[src/rtl/serial_word_rx.sv]
// Serial-to-parallel frame receiver: start-bit detect, mid-bit sampling, stop-bit check, valid/ready word output.
// Optional even-parity bit after the data bits is enabled by defining SERIAL_WORD_RX_PARITY_EN.
module serial_word_rx #(
    parameter int M   = 8,
    parameter int DIV = 4
) (
    input  logic         clk,
    input  logic         reset,
    input  logic         bit_in,
    input  logic         ready,
    output logic [M-1:0] byte_out,
    output logic         valid,
    output logic         frame_err,
    output logic         parity_err,
    output logic         overrun,
    output logic         busy
);
    localparam int H   = DIV / 2;
    localparam int TW  = $clog2(DIV + 1);
    localparam int BCW = (M > 1) ? $clog2(M) : 1;

    typedef enum logic [2:0] {
        IDLE      = 3'd0,
        START     = 3'd1,
        DATA      = 3'd2,
`ifdef SERIAL_WORD_RX_PARITY_EN
        PARITY    = 3'd3,
`endif
        STOP      = 3'd4,
        WAIT_IDLE = 3'd5
    } state_t;

    state_t         state_q;
    logic [TW-1:0]  timer_q;
    logic [BCW-1:0] bit_cnt_q;
    logic [M-1:0]   shift_q;
    logic [M-1:0]   shift_d;
    logic [M-1:0]   byte_out_q;
    logic           valid_q;
    logic           frame_err_q;
    logic           overrun_q;
    logic           busy_q;
    logic           sample_s;
    logic           load_ok_s;
    logic           stop_good_s;

`ifdef SERIAL_WORD_RX_PARITY_EN
    logic par_bad_q;
    logic parity_err_q;

    function automatic logic even_parity_bad(input logic [M-1:0] data, input logic pbit);
        return (^data) ^ pbit;
    endfunction
`endif

    // Sample strobe, next shift-register value and word acceptance conditions.
    always_comb begin
        shift_d      = shift_q >> 1;
        shift_d[M-1] = bit_in;
        sample_s     = (timer_q == TW'(1));
        load_ok_s    = ~valid_q | ready;
`ifdef SERIAL_WORD_RX_PARITY_EN
        stop_good_s  = bit_in & ~par_bad_q;
`else
        stop_good_s  = bit_in;
`endif
    end

    // Receive FSM with bit timer, bit counter, shift register and all registered outputs.
    always_ff @(posedge clk or negedge reset) begin
        if (!reset) begin
            state_q      <= IDLE;
            timer_q      <= '0;
            bit_cnt_q    <= '0;
            shift_q      <= '0;
            byte_out_q   <= '0;
            valid_q      <= 1'b0;
            frame_err_q  <= 1'b0;
            overrun_q    <= 1'b0;
            busy_q       <= 1'b0;
`ifdef SERIAL_WORD_RX_PARITY_EN
            par_bad_q    <= 1'b0;
            parity_err_q <= 1'b0;
`endif
        end else begin
            frame_err_q  <= 1'b0;
`ifdef SERIAL_WORD_RX_PARITY_EN
            parity_err_q <= 1'b0;
`endif
            // A consumer accept clears valid unless a new word loads on the same edge below.
            if (valid_q && ready) begin
                valid_q <= 1'b0;
            end
            case (state_q)
                IDLE: begin
                    if (!bit_in) begin
                        state_q <= START;
                        timer_q <= TW'(H);
                        busy_q  <= 1'b1;
                    end
                end
                START: begin
                    if (sample_s) begin
                        if (bit_in) begin
                            state_q <= IDLE;
                            timer_q <= '0;
                            busy_q  <= 1'b0;
                        end else begin
                            state_q   <= DATA;
                            timer_q   <= TW'(DIV);
                            bit_cnt_q <= '0;
                        end
                    end else begin
                        timer_q <= timer_q - TW'(1);
                    end
                end
                DATA: begin
                    if (sample_s) begin
                        shift_q <= shift_d;
                        timer_q <= TW'(DIV);
                        if (bit_cnt_q == BCW'(M - 1)) begin
                            bit_cnt_q <= '0;
`ifdef SERIAL_WORD_RX_PARITY_EN
                            state_q   <= PARITY;
`else
                            state_q   <= STOP;
`endif
                        end else begin
                            bit_cnt_q <= bit_cnt_q + BCW'(1);
                        end
                    end else begin
                        timer_q <= timer_q - TW'(1);
                    end
                end
`ifdef SERIAL_WORD_RX_PARITY_EN
                PARITY: begin
                    if (sample_s) begin
                        par_bad_q <= even_parity_bad(shift_q, bit_in);
                        timer_q   <= TW'(DIV);
                        state_q   <= STOP;
                    end else begin
                        timer_q <= timer_q - TW'(1);
                    end
                end
`endif
                STOP: begin
                    if (sample_s) begin
                        timer_q <= '0;
`ifdef SERIAL_WORD_RX_PARITY_EN
                        parity_err_q <= par_bad_q;
                        par_bad_q    <= 1'b0;
`endif
                        if (!bit_in) begin
                            frame_err_q <= 1'b1;
                            state_q     <= WAIT_IDLE;
                        end else begin
                            state_q <= IDLE;
                            busy_q  <= 1'b0;
                        end
                        // A pending unconsumed word wins; the new one is dropped and flagged.
                        if (stop_good_s) begin
                            if (load_ok_s) begin
                                byte_out_q <= shift_q;
                                valid_q    <= 1'b1;
                            end else begin
                                overrun_q <= 1'b1;
                            end
                        end
                    end else begin
                        timer_q <= timer_q - TW'(1);
                    end
                end
                WAIT_IDLE: begin
                    if (bit_in) begin
                        state_q <= IDLE;
                        busy_q  <= 1'b0;
                    end
                end
                default: begin
                    state_q <= IDLE;
                    timer_q <= '0;
                    busy_q  <= 1'b0;
                end
            endcase
        end
    end

    assign byte_out  = byte_out_q;
    assign valid     = valid_q;
    assign frame_err = frame_err_q;
    assign overrun   = overrun_q;
    assign busy      = busy_q;
`ifdef SERIAL_WORD_RX_PARITY_EN
    assign parity_err = parity_err_q;
`else
    assign parity_err = 1'b0;
`endif

endmodule

[config.mk]
export PLATFORM = sky130hd
export DESIGN_NAME = serial_word_rx
export DESIGN_NICKNAME = d
export VERILOG_FILES = /design/src/rtl/serial_word_rx.sv
export SDC_FILE = /design/constraint.sdc
export NUM_CORES = 1
export LEC_CHECK = 0
export CORE_MARGIN = 5
export CORE_UTILIZATION = 48
export DETAILED_ROUTE_END_ITERATION = 16
export PLACE_DENSITY_LB_ADDON = 0.2
export SETUP_SLACK_MARGIN = 0.1
export SLEW_MARGIN = 30
export SYNTH_ARGS = -nofsm -noshare
export SYNTH_HDL_FRONTEND = slang
export SYNTH_SLANG_ARGS = --single-unit
[constraint.sdc]
create_clock -name clk -period 1.69 [get_ports clk]
set_clock_uncertainty 0.05 [all_clocks]
set_input_delay 0.338 -clock clk [delete_from_list [all_inputs] [get_ports clk]]
set_output_delay 0.338 -clock clk [all_outputs]
set_load 0.02 [all_outputs]
### Word-level counts from Yosys, hierarchy flattened

Index checks and enable logic that the tools add are counted.
W data, S select, Z words.

| word-level totals | value |
|---|---|
| register bits after elaboration | 29 |
| output and inout port bits | 13 |

| cells by class | value |
|---|---|
| multiplexer cells | 32 |
| reductions and logical operators | 11 |
| add/sub/neg operators | 2 |
| bitwise gates (word level) | 5 |
| equal/unequal tests | 14 |

Operators with widths:

| kind | number |
|---|---|
| $mux W3 | 16 |
| $pmux W3 S5 | 2 |
| $ne A2 B2 Y1 const B | 7 |
| $reduce_and A4 Y1 | 3 |
| $mux W1 | 11 |
| $eq A3 B3 Y1 const B | 3 |
| $eq A3 B1 Y1 const B | 2 |
| $pmux W3 S2 | 1 |
| $reduce_and A6 Y1 | 1 |
| $not A1 Y1 | 4 |
| $pmux W1 S4 | 1 |
| $reduce_and A2 Y1 | 2 |
| $add A3 B1 Y3 const B | 1 |
| $eq A3 B2 Y1 const B | 1 |
| $logic_not A3 Y1 | 1 |
| $reduce_and A3 Y1 | 1 |
| $sub A3 B1 Y3 const B | 1 |
| $mux W2 | 1 |
| $ne A2 B1 Y1 const B | 1 |
| $reduce_bool A2 Y1 | 1 |
| $reduce_or A2 Y1 | 1 |
| $logic_and A1 B1 Y1 | 1 |
| $or A1 B1 Y1 | 1 |

### Longest topological paths before layout

Gate-level depths: netlist (run 1).

| depth | value |
|---|---|
| depth in word-level cells | 6 |
| mapped depth | 7 |
| mapped depth without buffers | 6 |

### Worst setup path after synthesis (run 1)

No wires, ideal clock.

| timing path | value |
|---|---|
| kind | register -> register |
| start point | register timer_q[1] |
| end point | register byte_out_q[0], in the netlist byte_out[0] |
| period minus slack after synthesis | 1,738 ps |
| library setup time | 125 ps |
| cell stages (with the launch flop) | 7 |
| slack | -48 ps |
| data arrival time | 1,563 ps |
| data required time | 1,515 ps |
| cell sequence | dfrtp_1 > inv_1 > ha_1 > nor2b_1 > clkbuf_1 > nand4_2 > mux2_2 |

| on the way | value |
|---|---|
| word-level cells in the longest chain between the ends | 2 |

RTL lines:

| item | RTL line | RTL |
|---|---|---|
| from (decl) | 34 | `logic [TW-1:0] timer_q;` |
| from (signal assigned) | 98 | `timer_q <= TW'(H);` |
| from (signal assigned) | 110 | `timer_q <= TW'(DIV);` |
| from (signal assigned) | 114 | `timer_q <= timer_q - TW'(1);` |
| $eq A3 B1 Y1 | 60 | `sample_s = (timer_q == TW'(1));` |
| $reduce_and A4 Y1 (no line) | n/a |  |
| to (signal assigned) | 163 | `byte_out_q <= shift_q;` |
| to (decl) | 38 | `logic [M-1:0] byte_out_q;` |

No other way between the ends.
A chain may end at the register's enable or synchronous reset.

### Final worst setup path (run 1)

| timing path | value |
|---|---|
| start point | register timer_q[0] |
| end point | register busy_q, in the netlist busy |

| on the way | value |
|---|---|
| word-level cells in the longest chain between the ends | 3 |

RTL lines:

| item | RTL line | RTL |
|---|---|---|
| $eq A3 B1 Y1 | 60 |  |
| $ne A2 B1 Y1 (no line) | n/a |  |
| $reduce_and A3 Y1 (no line) | n/a |  |
| to (signal assigned) | 80 | `busy_q <= 1'b0;` |
| to (signal assigned) | 99 | `busy_q <= 1'b1;` |
| to (signal assigned) | 107 | `busy_q <= 1'b0;` |
| to (decl) | 42 | `logic busy_q;` |

No other way between the ends.

==> metrics.md, run 1 <==
| Metric | Value |
|---|---|
| Status | complete, no violations |
| Syn_area_per_cell | around 11 sq um |
| FP Rows | 19 |
| Layout fillers | 214 |
| Setup TNS Final | 0 ns |
| Reg-to-reg slack, setup | between 0.07 and 0.08 ns |
| Final core occ | between 60% and 70% |
| First-pass DRT Iterations | 4 |
| Largest net degree at the start of global routing | 30 |
| Io pins | 17 |
| Seq cells post-synth | 29 |
| Initial drt markers | 47 |
| Synth unique cells | 33 |
| Flop pwr share | 36.8% |
| CTS Buf Count | 5 |
| DRC viols | 0 |
| TritonCTS clock tree | done |
| Global placer's final weighted congestion | 0.859 |
| Clock network fraction of design power | 22.7% |
| Pwr Density | approximately 1300 mW/mm^2 |
| Leakage | about 0.95 nW |
| Final period utilization | between 90% and 100% |
| Max-slew violation count | 0 |
| # diodes | 0 |
| Worst path arrival time | roughly 1.8 ns |
| Core Area | about 0.0027 sq mm |
| Vias in the first global route | 1,057 |
| Area Growth Syn to Fin | 33.9% |
| Critical Path Most Common Cell | o21ai_0 |
| Comb power frac | 40.5% |
| P_sw | between 0.7 and 0.8 mW |
| Unrepaired setup endpoints after global routing | yes |
| Int Pwr | 1.57 mW |
| Ys async rst share | 100% |
| Routed Antenna Nets | 0 |
| Largest stage delay on the critical path | 0.42 ns |
| YS warnings | 0 |
| Peak supply drop | around 0.0012 V |
| Seq/Total Area, Yosys | 53.1% |
| Die width | 63.4 um |
| Clk Latency, worst-skew pair | 0.33 ns |
| Worst path cell trace | ha_4, nor2b_1, buf_4, o21ai_0, a2bb2oi_1, o21ai_0 |
| CP required | ~1.9 ns |
| Vias | between 1,000 and 1,500 |
| Die area | 0.00402 sq mm |
| Critical path class | reg -> reg |
| Crit path buf inv count | 1 |
| Worst path slowest cell | dfrtp_1 |
| Layout Nets | ~170 |
| Finished Layout Cells | 188 |
| CTS sink cnt | 29 |
| Final Hold Fails | 0 |
| Synth Flop Type | dfrtp_1 |
| DP Wirelength | 1970 um |
| Final setup viols | 0 |
| H-tree depth | 2 |
| CTS root buf | clkbuf_4 |
| Final Power | 2.36 mW |
| F_max | 620 MHz |
| CP endpoint kind | flip-flop |
| Min-delay worst type | in -> async |
| Final min period | 1.61 ns |
| Mapped Nets | 129 |
| Fraction of layout cells with a size suffix above 1 | 37.6% |
| Vias/cell | 5.49 |
| Initial Util | 50.0% |
| Cells after synthesis | roughly 120 |
| Max cap viols | 0 |
| Drt wl/cell | 14.9 um |
| Remaining Overflow, GRT | 0 |
| Antenna violations before repair | 0 |
| Top delay family on crit path | compound AO/OA/AOI/OAI gates |
| Post-synthesis instance area | 0.00137 sq mm |
| Worst-path fanout max | 6 |
| Placed cells | between 150 and 200 |
| WL final | approximately 2800 um |
| CTS clk-pin slew, worst paths | 0.09 ns |
| Worst-case clock buffer depth | 2 |
| First-pass GRT wire length | 4930 um |
| Die Y | around 63 um |
| Port Buf Inserts | 15 |
| CP Launch Type | flip-flop |
| Gr usage total | between 15 and 20% |
| Post-synth EDFFs | 0 |
| Sw frac | 33.2% |
==> kinds of logic (layout without fill, tap and decap cells) <==
kind of cell               Yosys count  count (layout)  share of synthesized area, %
AOI/OAI and AO/OA                   26              26                          12.6
xor gates and xnor gates             1               1                         0.641
adders and majority gates            4               4                          3.66
buffers and inverters               11              47                          3.75
DFF                                 29              29                          53.1
muxes                               17              17                          14.3
other                                1               1                         0.274
and+or+nand+nor                     32              32                          11.7
==> layout make-up <==
type                            instances  area (sq um)  share of cell area, %
Sequential cell                        29           726                   39.6
Multi-Input combinational cell         81           668                   36.5
Timing Repair Buffer                   36           312                   17.0
Tap cell                               31          38.8                   2.12
Clock buffer                            5          37.5                   2.05
Clock inverter                          2          35.0                   1.91
Inverter                                4          15.0                  0.820
==> per-layer routing <==
layer  routed length [um]  vias to the layer above  global-route usage (%)
li1                     -                      505                       -
met4                   46                        0                    5.97
met2                 1380                       24                    25.3
met5                    0                        -                       0
met3                  171                        5                    6.57
met1                 1210                      498                    18.6
==> cell usage in the layout (no fill, tap or decap), drive strengths merged, types with 2 or more instances in the layout <==
| cell type | count |
|---|---|
| ha | 4 |
| clkdlybuf4s50 | 2 |
| nand2b | 4 |
| dlygate4sd2 | 13 |
| nand2 | 8 |
| a22o | 2 |
| clkbuf | 5 |
| mux2 | 17 |
| nor3 | 3 |
| nor2b | 2 |
| nor2 | 9 |
| o21ai | 5 |
| o22ai | 2 |
| a21oi | 8 |
| dfrtp | 29 |
| a221oi | 2 |
| nor4 | 2 |
| buf | 21 |
| inv | 4 |
==> registers in the layout, indices dropped and copies added (netlist names) <==
name,flops
byte_out,8
busy,1
valid,1
shift_q,8
overrun,1
timer_q,3
bit_cnt_q,3
frame_err,1
state_q,3
==> power groups by stage <==
| stage | logic, mW | clock network, mW | registers (mW) |
|---|---|---|---|
| 2_1_floorplan | 0.485 | 0 | 0.863 |
| 3_3_place_gp | 0.708 | 0 | 0.873 |
| 3_5_place_dp | 0.742 | 0 | 0.877 |
| 4_1_cts | 0.810 | 0.550 | 0.860 |
| 5_1_grt | 1.05 | 0.597 | 0.880 |
| 6_report | 0.956 | 0.535 | 0.867 |
==> cells in the mapped netlist, types with 3 or more instances <==
library cell,n,area (sq um)
nor3_1,3,15.0
o21ai_0,5,25.0
nand2_1,8,30.0
mux2_2,16,180
dfrtp_1,29,726
nor2_1,9,33.8
a21oi_1,8,40.0
ha_1,4,50.1
nand2b_1,4,25.0
inv_1,3,11.3
clkbuf_1,3,11.3
==> final timing paths <==
| check | depth (start not counted) | end | startpoint |
|---|---|---|---|
| max | 6 | busy | timer_q[0] |
| min | 2 | timer_q[2] | reset |
| max reg2reg | 6 | busy | timer_q[0] |
| min reg2reg | 1 | overrun | overrun |
| max in group asynchronous | 2 | overrun | reset |
| min in group clk | 2 | shift_q[7] | bit_in |
==> repair_timing <==
action                                  CTS  global route
cloned                                    0             0
pin swaps                                 3             7
endpoints found under the setup margin   32            22
hold endpoints to repair                  0             0
setup buffers                             1             1
gates resized for setup                  22             9
hold buffers                              0             0
==> stage by stage <==
stage | area [sq um] | hold slack, ns | setup slack (ns)
4_1_cts | 1770 | 0.342 | 0.0712
5_1_grt | 1830 | 0.349 | 0.0108
3_5_place_dp | 1680 | 0.412 | -0.281
2_1_floorplan | 1380 | -0.00759 | 0.0852
6_report | 1830 | 0.329 | 0.0778
3_3_place_gp | 1680 | 0.412 | -0.266
Power figures use the tool's default switching activity.
==> inputs of run 2 (changes only) <==
==> constraint.sdc (replaced) <==
create_clock -name clk -period 1.69 [get_ports clk]
set_clock_uncertainty 0.05 [all_clocks]
set_input_delay 0.507 -clock clk [delete_from_list [all_inputs] [get_ports clk]]
set_output_delay 0.507 -clock clk [all_outputs]
set_load 0.02 [all_outputs]
==> run 2 against run 1 <==
  * Clock-buffer cell count is 1 higher
  * Power is 0.33% lower
  * Register-to-register slack better by 0.03 ns
  * Largest power group unchanged
  * Highest routed layer unchanged
==> metrics.md, run 2 (synthesis gave the netlist of run 1 again) <==
| Metric | Value |
|---|---|
| Io pins | 17 |
| Status | complete, no violations |
| Unrepaired setup endpoints after global routing | yes |
| Clock network fraction of design power | 25.5% |
| Vias | 1,040 |
| H-tree depth | 2 |
| Die Y | 63.4 um |
| CTS sink cnt | 29 |
| Comb power frac | 37.3% |
| Vias/cell | 5.56 |
| # diodes | 0 |
| Largest net degree at the start of global routing | 30 |
| Placed inst area | 0.00166 sq mm |
| CTS Buf Count | 5 |
| First-pass GRT wire length | 5210 um |
| Final min period | 1.58 ns |
| PnR worst setup slack | 0.106 ns |
| Worst path arrival time | 1.74 ns |
| Design Area, Final | 0.00179 sq mm |
| Max cap viols | 0 |
| Critical path class | reg -> reg |
| Gr usage total | 16.4% |
| Worst-path fanout max | 8 |
| Int Pwr | 1.58 mW |
| Area Growth Syn to Fin | 31.0% |
| Top delay family on crit path | flip-flops |
| Max-slew violation count | 0 |
| Final core occ | 65.5% |
| CP endpoint kind | flip-flop |
| Hold depth | 1 |
| Global placer's final weighted congestion | 0.822 |
| Flop pwr share | a little under two fifths |
| CTS clk-pin slew, worst paths | approximately 0.10 ns |
| Port Buf Inserts | 15 |
| Initial Util | between 50% and 60% |
| Peak supply drop | between 0.0009 and 0.001 V |
| DRC viols | 0 |
| Worst-case clock buffer depth | 2 |
| P_sw | around 0.77 mW |
| CP Launch Type | flip-flop |
| Final setup viols | 0 |
| Worst path slowest cell | dfrtp_1 |
| Sw frac | 32.6% |
| Crit. path cell count | 6 |
| Leakage | around 0.91 nW |
| Final Hold Fails | 0 |
| # hold bufs at CTS | 0 |
| Clk Latency, worst-skew pair | 0.32 ns |
| Register area | 726 sq um |
| First-pass DRT Iterations | 4 |
| FP Rows | 19 |
| Multi-input gate area | ~660 sq um |
| TritonCTS clock tree | done |
| Pwr Density | 1310 mW/mm^2 |
| Worst reg-to-reg path cell count | 6 |
| Layout fillers | 207 |
| Min-delay worst type | reg -> reg |
| Vias in the first global route | 1,126 |
| Core Area | between 0.002 and 0.003 sq mm |
| Initial drt markers | 50 |
| CTS root buf | clkbuf_4 |
| DP Wirelength | 2050 um |
| Fraction of layout cells with a size suffix above 1 | 42.3% |
| Antenna violations before repair | 0 |
| Most common cell after layout, fill and taps aside | dfrtp_1 |
| Commonest cells after routing, fill and taps aside | dfrtp_1, buf_4, mux2_2 |
| Hold_ws | 0.451 ns |
| Remaining Overflow, GRT | 0 |
| Largest stage delay on the critical path | 0.40 ns |
| Drt wl/cell | 15.6 um |
| Routed Antenna Nets | 0 |
| Place WS | -0.429 ns |
| Final period utilization | 93.7% |
| Layout Nets | 163 |
| WL final | around 2900 um |
| Crit path buf inv count | 2 |
| Worst path cell trace | inv_2, ha_4, nor2b_4, buf_6, nand4_4, mux2_4 |
| Die width | 63.4 um |
| Die area | 0.00402 sq mm |
| F_max | 631 MHz |
| CP required | 1.85 ns |
[run 2: changes by cell type in the layout (fill, tap and decap cells not counted), sizes merged]
| cell | delta |
|---|---|
| clkbuf | +11 |
| buf | -2 |
| clkinvlp | +1 |
| dlygate4sd2 | -12 |
| clkinv | -1 |
| clkdlybuf4s15 | +2 |
[run 2: final cells by class]
type | instances | area share [%]
clock buffers | 6 | 2.86
multi-input cells | 81 | 36.9
flip-flops and latches | 29 | 40.5
inverters | 4 | 0.838
clock inverters | 2 | 2.09
repair buffers | 34 | 14.7
well taps | 31 | 2.16
[run 2: metrics by stage]
stage          total power [mW]  instances  TNS, ns
2_1_floorplan              1.35        121  -0.0175
3_3_place_gp               1.53        175    -4.84
3_5_place_dp               1.57        175    -5.33
4_1_cts                    2.26        187        0
5_1_grt                    2.51        187        0
6_report                   2.35        187        0
[run 2: worst paths after layout]
| kind | start | to | slack [ns] |
|---|---|---|---|
| max | timer_q[1] | byte_out[0] | 0.11 |
| min | overrun | overrun | 0.45 |
| max reg2reg | timer_q[1] | byte_out[0] | 0.11 |
| min reg2reg | overrun | overrun | 0.45 |
| max in group asynchronous | reset | timer_q[2] | 0.94 |
| min in group asynchronous | reset | byte_out[4] | 0.48 |
[run 2: power groups by stage]
stage          sequential [mW]  combinational (mW)  clock (mW)
2_1_floorplan            0.861               0.488           0
3_3_place_gp             0.866               0.664           0
3_5_place_dp             0.871               0.697           0
4_1_cts                  0.861               0.785       0.612
5_1_grt                  0.885               0.983       0.645
6_report                 0.872               0.878       0.600
[run 2: what timing repair did]
item | CTS | global route
gates cloned | 0 | 0
pin swaps | 5 | 4
buffers inserted | 4 | 0
endpoints found under the setup margin | 35 | 31
resized for setup | 31 | 18
[run 2: worst reg2reg max path, cell delays in order, from the launching register on]
cell and delay [ns]:
dfrtp_1 0.40, inv_2 0.09, ha_4 0.14, nor2b_4 0.13, buf_6 0.14, nand4_4 0.17, mux2_4 0.35
[run 2: layer usage]
| layer | routed length [um] | up-vias | global-route usage (%) | part of all wire [%] |
|---|---|---|---|---|
| li1 | - | 498 | - | - |
| met1 | 1280 | 518 | 20.1 | 44 |
| met2 | 1470 | 19 | 26.5 | 50 |
| met3 | 122 | 5 | 4.80 | 4.2 |
| met4 | 43 | 0 | 7.01 | 1.5 |
| met5 | 0 | - | 0 | 0 |
==> inputs of run 3 (changes only) <==
==> constraint.sdc (replaced) <==
create_clock -name clk -period 1.69 [get_ports clk]
set_clock_uncertainty 0.05 [all_clocks]
set_input_delay 0.507 -clock clk [delete_from_list [all_inputs] [get_ports clk]]
set_output_delay 0.507 -clock clk [all_outputs]
set_load 0.005 [all_outputs]
==> run 3 against run 2 <==
  * First-iteration DRC count fell by 20%
  * Register-to-register slack worse by 0.02 ns
  * Die area is the same
  * Via count is 0.58% higher
  * Clock-buffer cell count unchanged
  * Global-route usage unchanged
  * Core utilization increased by 1.6 points
==> metrics.md, run 3 (synthesis gave the netlist of run 1 again) <==
| Metric | Value |
|---|---|
| Remaining Overflow, GRT | 0 |
| Die width | 63.4 um |
| Final min period | 1.60 ns |
| Layout fillers | about 210 |
| Most common cell after layout, fill and taps aside | dfrtp_1 |
| Drt wl/cell | 15.6 um |
| Final setup viols | 0 |
| # diodes | 0 |
| Unrepaired setup endpoints after global routing | yes |
| Placed cells | 175 |
| Core Area | 0.00273 sq mm |
| Min-delay worst type | reg -> reg |
| CTS root buf | clkbuf_4 |
| Finished Layout Cells | roughly 190 |
| CTS Buf Count | 5 |
| Gr usage total | 16.4% |
| Area Growth Syn to Fin | 34.1% |
| Leakage | ~0.95 nW |
| Initial Util | between 50% and 60% |
| CP required | 1.85 ns |
| Vias in the first global route | 1,120 |
| Vias/cell | 5.56 |
| Fraction of layout cells with a size suffix above 1 | 35.7% |
| Setup TNS Final | 0 ns |
| Pwr Density | 1290 mW/mm^2 |
| Critical Path Source | timer_q[1] |
| Layout Nets | 164 |
| Io pins | 17 |
| CTS clk-pin slew, worst paths | 0.10 ns |
| DRC viols | 0 |
| Antenna violations before repair | 0 |
| Die Y | approximately 63 um |
| Vias | 1,046 |
| Commonest cells after routing, fill and taps aside | dfrtp_1, buf_4, mux2_2 |
| Port Buf Inserts | 15 |
| Global placer's final weighted congestion | 0.822 |
| TritonCTS clock tree | done |
| Top delay family on crit path | flip-flops |
| Status | complete, no violations |
| Max cap viols | 0 |
| Critical path class | reg -> reg |
| F_max | 625 MHz |
| WL final | 2930 um |
| Crit path buf inv count | 2 |
| CP endpoint kind | flip-flop |
| FP Rows | 19 |
| Worst path cell trace | inv_2, ha_4, nor2b_4, buf_6, nand4_4, mux2_4 |
| Worst path arrival time | 1.75 ns |
| Worst-path fanout max | 8 |
| Peak supply drop | 0.000977 V |
| DP Wirelength | about 2000 um |
| H-tree depth | 2 |
| Max-slew violation count | 0 |
| # hold bufs at CTS | 0 |
| RR Startpoint | timer_q[1] |
| CTS sink cnt | 29 |
| Largest stage delay on the critical path | around 0.40 ns |
| CP Launch Type | flip-flop |
| Largest net degree at the start of global routing | 30 |
| Final period utilization | 94.6% |
| Clk Latency, worst-skew pair | roughly 0.32 ns |
| Worst-case clock buffer depth | 2 |
| First-pass GRT wire length | 5200 um |
| Final Hold Fails | 0 |
| First-pass DRT Iterations | 4 |
| Worst path slowest cell | dfrtp_1 |
| Die area | 0.00402 sq mm |
| Hold_ws | 0.447 ns |
| Min-delay src | overrun |
| Initial drt markers | 40 |
| Routed Antenna Nets | 0 |
## run 3: timing repair
| action | 4_1_cts | 5_1_grt |
|---|---|---|
| buffers inserted | 5 | 0 |
| resized for setup | 21 | 6 |
| pin swaps | 5 | 2 |
| setup endpoints to repair | 35 | 21 |
## run 3: metrics by stage
| step | setup WS [ns] | utilization [%] | power (mW) | instance area [sq um] |
|---|---|---|---|---|
| global placement | -0.373 | 60.6 | 1.52 | 1660 |
| finish | 0.0906 | 67.1 | 2.36 | 1830 |
| CTS | 0.0813 | 65.6 | 2.27 | 1790 |
| global route | 0.00965 | 67.1 | 2.52 | 1830 |
| floorplan | -0.0175 | - | 1.34 | 1390 |
| detailed placement | -0.429 | 60.6 | 1.55 | 1660 |
## run 3: per-layer routing
layer	GRT usage [%]	share of wire (%)	vias to the layer above
li1	-	-	504
met2	26.5	51	22
met5	0	0	-
met3	4.80	4.3	5
met4	7.01	1.5	0
met1	20.1	43	515
## run 3: power by group
group | internal [mW] | leakage, nW | switching [mW] | total [mW]
clock | 0.351 | 0.0445 | 0.248 | 0.599
combinational | 0.462 | 0.517 | 0.435 | 0.897
sequential | 0.785 | 0.388 | 0.0800 | 0.865
total | 1.60 | 0.949 | 0.763 | 2.36
## run 3: final timing paths
kind,cells after the start,slack [ns],to
max,6,0.09,byte_out[0]
min,1,0.45,overrun
max reg2reg,6,0.09,byte_out[0]
min reg2reg,1,0.45,overrun
max in group asynchronous,2,0.94,timer_q[2]
min in group asynchronous,2,0.48,byte_out[2]
## run 3: cell type report
class | count | area (sq um) | share of cell area, %
clock buffers | 6 | 51.3 | 2.80
clock inverters | 2 | 37.5 | 2.05
inverters | 4 | 15.0 | 0.819
multi-input cells | 81 | 661 | 36.0
flip-flops and latches | 29 | 726 | 39.6
well taps | 31 | 38.8 | 2.11
repair buffers | 35 | 305 | 16.6
